--- config.mk ---
export PLATFORM = sky130hd
export DESIGN_NAME = mod32_accumulator
export DESIGN_NICKNAME = d
export VERILOG_FILES = /design/src/rtl/mod32_accumulator.sv
export SDC_FILE = /design/constraint.sdc
export NUM_CORES = 1
export LEC_CHECK = 0
export CAP_MARGIN = 20
export CELL_PAD_IN_SITES_DETAIL_PLACEMENT = 0
export CELL_PAD_IN_SITES_GLOBAL_PLACEMENT = 2
export CORE_UTILIZATION = 30
export CTS_CLUSTER_DIAMETER = 120
export CTS_CLUSTER_SIZE = 12
export DETAILED_ROUTE_END_ITERATION = 12
export GPL_ROUTABILITY_DRIVEN = 0
export GPL_TIMING_DRIVEN = 0
export PLACE_DENSITY = 0.82
export SLEW_MARGIN = 20
export SYNTH_ARGS = -nofsm -noshare
export SYNTH_HDL_FRONTEND = slang
export SYNTH_SLANG_ARGS = --single-unit
--- constraint.sdc ---
create_clock -name clk -period 6.47 [get_ports clk]
set_clock_uncertainty 0.2 [all_clocks]
set_input_delay 0.647 -clock clk [delete_from_list [all_inputs] [get_ports clk]]
set_output_delay 0.647 -clock clk [all_outputs]
set_load 0.05 [all_outputs]
--- src/rtl/mod32_accumulator.sv ---
//------------------------------------------------------------------------------
// mod32_accumulator : streaming multi-operand modulo-2^WIDTH adder with
//                     valid/ready input and output handshakes.
// Revision: 1.0
//------------------------------------------------------------------------------
`default_nettype none

module mod32_adder #(
    parameter int WIDTH = 32
) (
    input  logic [WIDTH-1:0] i_a,
    input  logic [WIDTH-1:0] i_b,
    output logic [WIDTH-1:0] o_sum,
    output logic             o_carry
);
    assign {o_carry, o_sum} = {1'b0, i_a} + {1'b0, i_b};
endmodule

module mod32_accumulator #(
    parameter int WIDTH   = 32,
    parameter int MAX_OPS = 8
) (
    input  logic             clk,
    input  logic             rst,
    input  logic             in_valid,
    output logic             in_ready,
    input  logic [WIDTH-1:0] in_data,
    input  logic             in_last,
    output logic             out_valid,
    input  logic             out_ready,
    output logic [WIDTH-1:0] out_sum,
    output logic [7:0]       out_count,
    output logic             out_ovf,
    output logic             out_err
);
    typedef enum logic [1:0] {
        S_IDLE  = 2'd0,
        S_ACCUM = 2'd1,
        S_DONE  = 2'd2
    } state_t;

    localparam logic [7:0] c_MAX_OPS = 8'(MAX_OPS);

    state_t           r_state;
    logic [WIDTH-1:0] r_acc;
    logic [7:0]       r_count;
    logic             r_ovf;
    logic             r_err;
    logic             r_in_ready;
    logic             r_out_valid;

    logic [WIDTH-1:0] w_sum;
    logic             w_carry;
    logic             w_in_xfer;
    logic             w_out_xfer;
    logic [7:0]       w_count_inc;

    mod32_adder #(.WIDTH(WIDTH)) u_adder (
        .i_a     (r_acc),
        .i_b     (in_data),
        .o_sum   (w_sum),
        .o_carry (w_carry)
    );

    assign w_in_xfer   = in_valid & r_in_ready;
    assign w_out_xfer  = r_out_valid & out_ready;
    assign w_count_inc = r_count + 8'd1;

    always_ff @(posedge clk) begin
        if (rst) begin
            r_state     <= S_IDLE;
            r_acc       <= '0;
            r_count     <= '0;
            r_ovf       <= 1'b0;
            r_err       <= 1'b0;
            r_in_ready  <= 1'b1;
            r_out_valid <= 1'b0;
        end else begin
            case (r_state)
                S_IDLE: begin
                    if (w_in_xfer) begin
                        r_acc   <= in_data;
                        r_count <= 8'd1;
                        r_ovf   <= 1'b0;
                        r_err   <= 1'b0;
                        if (in_last) begin
                            r_state     <= S_DONE;
                            r_in_ready  <= 1'b0;
                            r_out_valid <= 1'b1;
                        end else begin
                            r_state <= S_ACCUM;
                        end
                    end
                end
                S_ACCUM: begin
                    if (w_in_xfer) begin
                        r_acc   <= w_sum;
                        r_ovf   <= r_ovf | w_carry;
                        r_count <= w_count_inc;
                        // Hitting the operand limit without in_last closes the sum early.
                        if (in_last || (w_count_inc == c_MAX_OPS)) begin
                            r_err       <= ~in_last;
                            r_state     <= S_DONE;
                            r_in_ready  <= 1'b0;
                            r_out_valid <= 1'b1;
                        end
                    end
                end
                S_DONE: begin
                    if (w_out_xfer) begin
                        r_state     <= S_IDLE;
                        r_in_ready  <= 1'b1;
                        r_out_valid <= 1'b0;
                    end
                end
                default: begin
                    r_state     <= S_IDLE;
                    r_in_ready  <= 1'b1;
                    r_out_valid <= 1'b0;
                end
            endcase
        end
    end

    assign in_ready  = r_in_ready;
    assign out_valid = r_out_valid;
    assign out_sum   = r_acc;
    assign out_count = r_count;
    assign out_ovf   = r_ovf;
    assign out_err   = r_err;

endmodule

`default_nettype wire

==> results of run 1 <==
==> metrics by stage <==
step / setup WS, ns / total power, mW
global placement: 2.67 / 0.862
detailed placement: 2.65 / 0.866
global route: 2.74 / 1.21
CTS: 2.94 / 1.15
finish: 2.91 / 1.14
floorplan: 3.46 / 0.707
==> power breakdown <==
group	internal, mW	switching, mW	leakage [nW]
logic	0.197	0.329	1.37
registers	0.311	0.0243	0.378
clock network	0.146	0.128	0.0704
total	0.654	0.482	1.82
==> area by class of cell <==
type                       instances  area (sq um)
multi-input combinational        403          2670
timing repair buffer              79           791
sequential                        46           921
buffer                            26          98.8
inverter                           8          30.0
fill                            1296          7190
clock buffer                       5           125
clock inverter                     3          25.0
tap                              168           210
==> path summary, 6_finish.rpt <==
check | from | endpoint | slack, ns | depth (start not counted)
setup reg to reg | out_sum[0] | out_ovf | 3.40 | 10
hold / removal | out_err | out_err | 0.26 | 2
setup / recovery | in_data[0] | out_ovf | 2.91 | 11
hold reg to reg | out_err | out_err | 0.26 | 2
==> sequential cells by signal, indices dropped and copies added (netlist names) <==
signal	flops
in_ready	1
out_count	8
out_err	1
out_ovf	1
out_sum	32
out_valid	1
r_state	2
==> cell families (layout without fill, tap and decap cells) <==
logic type                 count (synthesis)  in the layout  share of synthesized area
and+or+nand+nor                          156            156                      0.195
DFF                                       46             46                      0.248
AOI/OAI and AO/OA                        174            174                      0.309
buffers and inverters                     34            121                     0.0347
xor gates and xnor gates                  27             27                     0.0637
adders and majority gates                 34             34                      0.117
muxes                                     12             12                     0.0327
==> cells in the mapped netlist (4+ instances only) <==
master     n  share of area
a21oi_1   59          0.079
nand2_1   51          0.052
nor2_1    47          0.047
dfxtp_1   46           0.25
ha_1      33           0.11
o21ai_0   26          0.035
clkbuf_1  23          0.023
a211oi_1  16          0.032
xnor2_1   14          0.033
xor2_1    13          0.031
nand3_1   12          0.016
nor3_1    12          0.016
mux2i_1   11          0.030
a21o_1     9          0.018
o221ai_1   9          0.021
inv_1      8         0.0081
o211ai_1   7          0.014
o21ai_1    6         0.0081
a22oi_1    5          0.010
and3_1     4         0.0067
nand2b_1   4         0.0067
nand4_1    4         0.0067
nor2b_1    4         0.0067
nor4b_1    4         0.0094
o21a_1     4         0.0081
o22ai_1    4         0.0067
o31ai_1    4         0.0081
==> per-layer routing <==
layer	wire [microns]	vias up	share of wire	GRT usage
li1	-	1981	-	-
met1	5710	1849	0.47	0.243
met2	5880	76	0.49	0.322
met3	387	2	0.032	0.0268
met4	51	0	0.0042	0.0570
met5	0	-	0	0
==> placed cells by master, fill, tap and decap left out, types with 5 or more instances in the layout <==
cell type and count:
clkdlybuf4s50_1 79, a21oi_1 59, nand2_1 51, nor2_1 47, dfxtp_1 46, ha_1 33, o21ai_0 26, clkbuf_1 23
a211oi_1 16, xnor2_1 14, xor2_1 13, nand3_1 12, mux2i_1 11, nor3_1 11, a21o_1 9, o221ai_1 9
inv_1 8, o211ai_1 7, o21ai_1 6, a22oi_1 5, clkbuf_16 5
==> tightest hold or removal path, stage by stage, from the launching register on <==
cell,delay [ns]
dfxtp_1,0.31
nand2_1,0.05
a21oi_1,0.05
==> out/metrics.cfg, run 1 <==
[status]
status=finished clean

[worst_setup_path]
cp_num_buf_inv=1
crit_chain=clkdlybuf4s50_1 > ha_1 > fa_1 > a211oi_1 > o21ai_2 > a21oi_2 > o211ai_1 > nand2_1 > o21ai_2 > a2111oi_2 > a2111oi_2
required_ns=6.41
worstSetupStartpointType=primary input
slowest_stage=clkdlybuf4s50_1
slowest_delay_ns=0.43
arrival_ns=3.51
worstPathMaxFanout=4
end_kind=flip-flop
path_delay_family=compound AO/OA/AOI/OAI gates
critPathKind=in2reg

[sta]
fin_setup_tns_ns=0
tightest_slew_ns=0.782
rsz0062_at_grt=false
max_slew_margin=0.479
finalHoldViolCount=0
final.period_utilization=0.551
setup_viol=0
fin_hold_ws_ns=0.259
fmax_ghz=0.281
maxSlewViolCount=0
period_minus_slack_ns=3.56

[floorplan]
rows=40
dieArea_sq_um=12800
start_util=0.308
fp.dieW_microns=113
ioPinCount=81
die_height_microns=113
core-area_sq_um=12100

[grt]
grt_max_degree=17
grt_antenna_before_repair=0
grt_pass1_wl_microns=19000
gr-total-overflow=0
grt_pass1_vias=3712
gr-usage-all-layers=0.188

[drt]
avgViaCountPerCell=5.30
postRouteAntennaNets=0
routed-via-count=3908
drt_first_pass_iters=4
drt_wl_total_microns=12000
route.detailed.drc=0
wl_per_cell_microns=16.3
drtIter0Drc=218

[synthesis]
yosysWarnings=0
synth_edf_count=0
synth-async-reset-ratio=0
netlist_area_sq_um=3710
synth_fp_nets=554
ys_types=56
syn_area_per_cell_sq_um=7.69
yosysSeqAreaShare=0.248
synth-main-ff-cell=dfxtp_1
ys_ff_latch=46
synthCells=483

[clock_tree]
cts_sinks=46
root_buffer=clkbuf_16
tritoncts=done
clk_path_buf_depth=2
clkTransAtPathRegs_ns=0.07
htreeDepth=2
cts_resized=0
insertion_delay_ns=0.30
cts_setup_buffers=0
cts_buffers=5
cts_hold_buf=0

[power]
p_per_area_nw_per_um2=233
p_leak_nw=1.82
ir_worst_vdd_mv=0.0982

[place]
dp.cells=730
hpwl_microns=9240
io_buffer_count=79
dpl_cell_area_sq_um=4720

[hold_path]
hp-class=reg2reg

[layout]
n_antenna_cell=0
finish.utilization=0.404
syn2layout_area_growth_pct=31.1
fin_area_sq_um=4870
drive_above_1_share=0.0439
nNetsFinal=640
layout.cells.non_filler=738

[run]
cap_violations=0

Note: power is estimated with default switching activity, not from simulation.
==> run 2, diff against run 1 <==
CORE_UTILIZATION = 26   (was 30)
PLACE_DENSITY = 0.75   (was 0.82)
clock period = 3.26 ns   (was 6.47 ns; I/O delays follow)
==> out/metrics.cfg, run 2 (synthesized netlist as in run 1, its figures left out) <==
[clock_tree]
root_buffer=clkbuf_16
cts_buffers=5
cts_hold_buf=0
clkTransAtPathRegs_ns=0.07
clk_path_buf_depth=2
cts_sinks=46
cts_setup_buffers=0
htreeDepth=2
tritoncts=done
cts_resized=0
insertion_delay_ns=0.30

[run]
cap_violations=0

[floorplan]
start_util=0.267
rows=43
ioPinCount=81
dieArea_sq_um=14800
die_height_microns=122
core-area_sq_um=13900
fp.dieW_microns=122

[layout]
register_area_sq_um=921
multiInputGateArea_sq_um=2670
finish.utilization=0.352
syn2layout_area_growth_pct=32.0
final_cell_mix=clkdlybuf4s50_1 (79), a21oi_1 (59), nand2_1 (51)
nNetsFinal=640
drive_above_1_share=0.0421
n_antenna_cell=0
final_common_cell=clkdlybuf4s50_1
fillers=1471
largest_register_ffs=32

[sta]
finalHoldViolCount=0
setup_slack_ns=0.191
max_slew_margin=0.254
setup_viol=0
maxSlewViolCount=0
tightest_slew_ns=1.11
fmax_ghz=0.326
fin_setup_tns_ns=0
period_minus_slack_ns=3.07
final.period_utilization=0.941

[worst_setup_path]
end_kind=flip-flop
slowest_stage=fa_1
worstSetupStartpointType=primary input
arrival_ns=3.02
slowest_delay_ns=0.44
required_ns=3.21
critPathKind=in2reg
crit_chain=clkdlybuf4s50_1 > ha_1 > fa_1 > a211oi_2 > o21ai_2 > a21oi_2 > o211ai_1 > nand2_1 > o21ai_2 > a2111oi_2 > a2111oi_2
worstPathMaxFanout=4

[grt]
gr-total-overflow=0
grt_pass1_wl_microns=19400
grt_antenna_before_repair=0
grt_pass1_vias=3770
grt_max_degree=15
gr-usage-all-layers=0.171

[power]
seqPwrFrac=0.286
power_frac_comb=0.449
p_sw_uw=960
p_leak_nw=1.83
swShare=0.412
ir_worst_vdd_mv=0.292
p_per_area_nw_per_um2=476
internal_power_mw=1.37
power_mw=2.33
p_clk_frac=0.265

[hold_path]
hp-class=reg2reg

[place]
hpwl_microns=9550
io_buffer_count=79
pre_cts_ws_ns=-0.222

[drt]
avgViaCountPerCell=5.13
drt_first_pass_iters=4
route.detailed.drc=0
routed-via-count=3850
drtIter0Drc=243
wl_per_cell_microns=16.5
postRouteAntennaNets=0
drt_wl_total_microns=12400

[status]
status=finished clean

-- run 2: layout make-up --
cell class	instances	share of cell area
clock inverters	2	0.00766
inverters	8	0.00613
repair buffers	79	0.161
flip-flops and latches	46	0.188
plain buffers	26	0.0202
well taps	180	0.0459
clock buffers	6	0.0263
multi-input cells	403	0.545
-- run 2: per-layer routing --
metal  vias to the layer above  routed length, microns  track usage  part of all wire
li1                       1970                       -            -                 -
met1                      1792                    5660        0.216              0.46
met2                        80                    6080        0.294              0.49
met3                         8                     492       0.0257             0.040
met4                         0                     140       0.0602             0.011
met5                         -                       0            0                 0
-- run 2: power by group through the flow --
| stage | Combinational [mW] | Clock, mW | Sequential (mW) |
|---|---|---|---|
| 2_1_floorplan | 0.557 | 0 | 0.847 |
| 3_3_place_gp | 1.04 | 0 | 0.678 |
| 3_5_place_dp | 1.04 | 0 | 0.680 |
| 4_1_cts | 1.05 | 0.642 | 0.667 |
| 5_1_grt | 1.14 | 0.661 | 0.673 |
| 6_report | 1.05 | 0.618 | 0.667 |
-- run 2: critical path, delay by kind of cell --
| kind | cells | cell delay, ns |
|---|---|---|
| fa+ha+maj | 2 | 0.68 |
| simple gates | 1 | 0.13 |
| buf+inv | 1 | 0.43 |
| compound gates | 7 | 1.45 |
-- run 2: final timing paths --
kind               startpoint           to  slack (ns)  cells after the start
setup / recovery   in_data[0]      out_ovf        0.19                     11
hold / removal    out_sum[26]  out_sum[26]        0.26                      2
setup reg to reg   out_sum[0]      out_ovf        0.34                     10
hold reg to reg   out_sum[26]  out_sum[26]        0.26                      2
-- run 2: through the flow --
step	cells	area, sq um	hold slack (ns)
2_1_floorplan	483	3710	0.298
3_3_place_gp	742	4730	0.251
3_5_place_dp	742	4730	0.255
4_1_cts	750	4900	0.265
5_1_grt	750	4900	0.288
6_report	750	4900	0.258
==> run 3, diff against run 2 <==
SLEW_MARGIN = not set   (was 20)
==> results of run 3 <==
Final layout, timing and power as in run 2 (identical DEF).
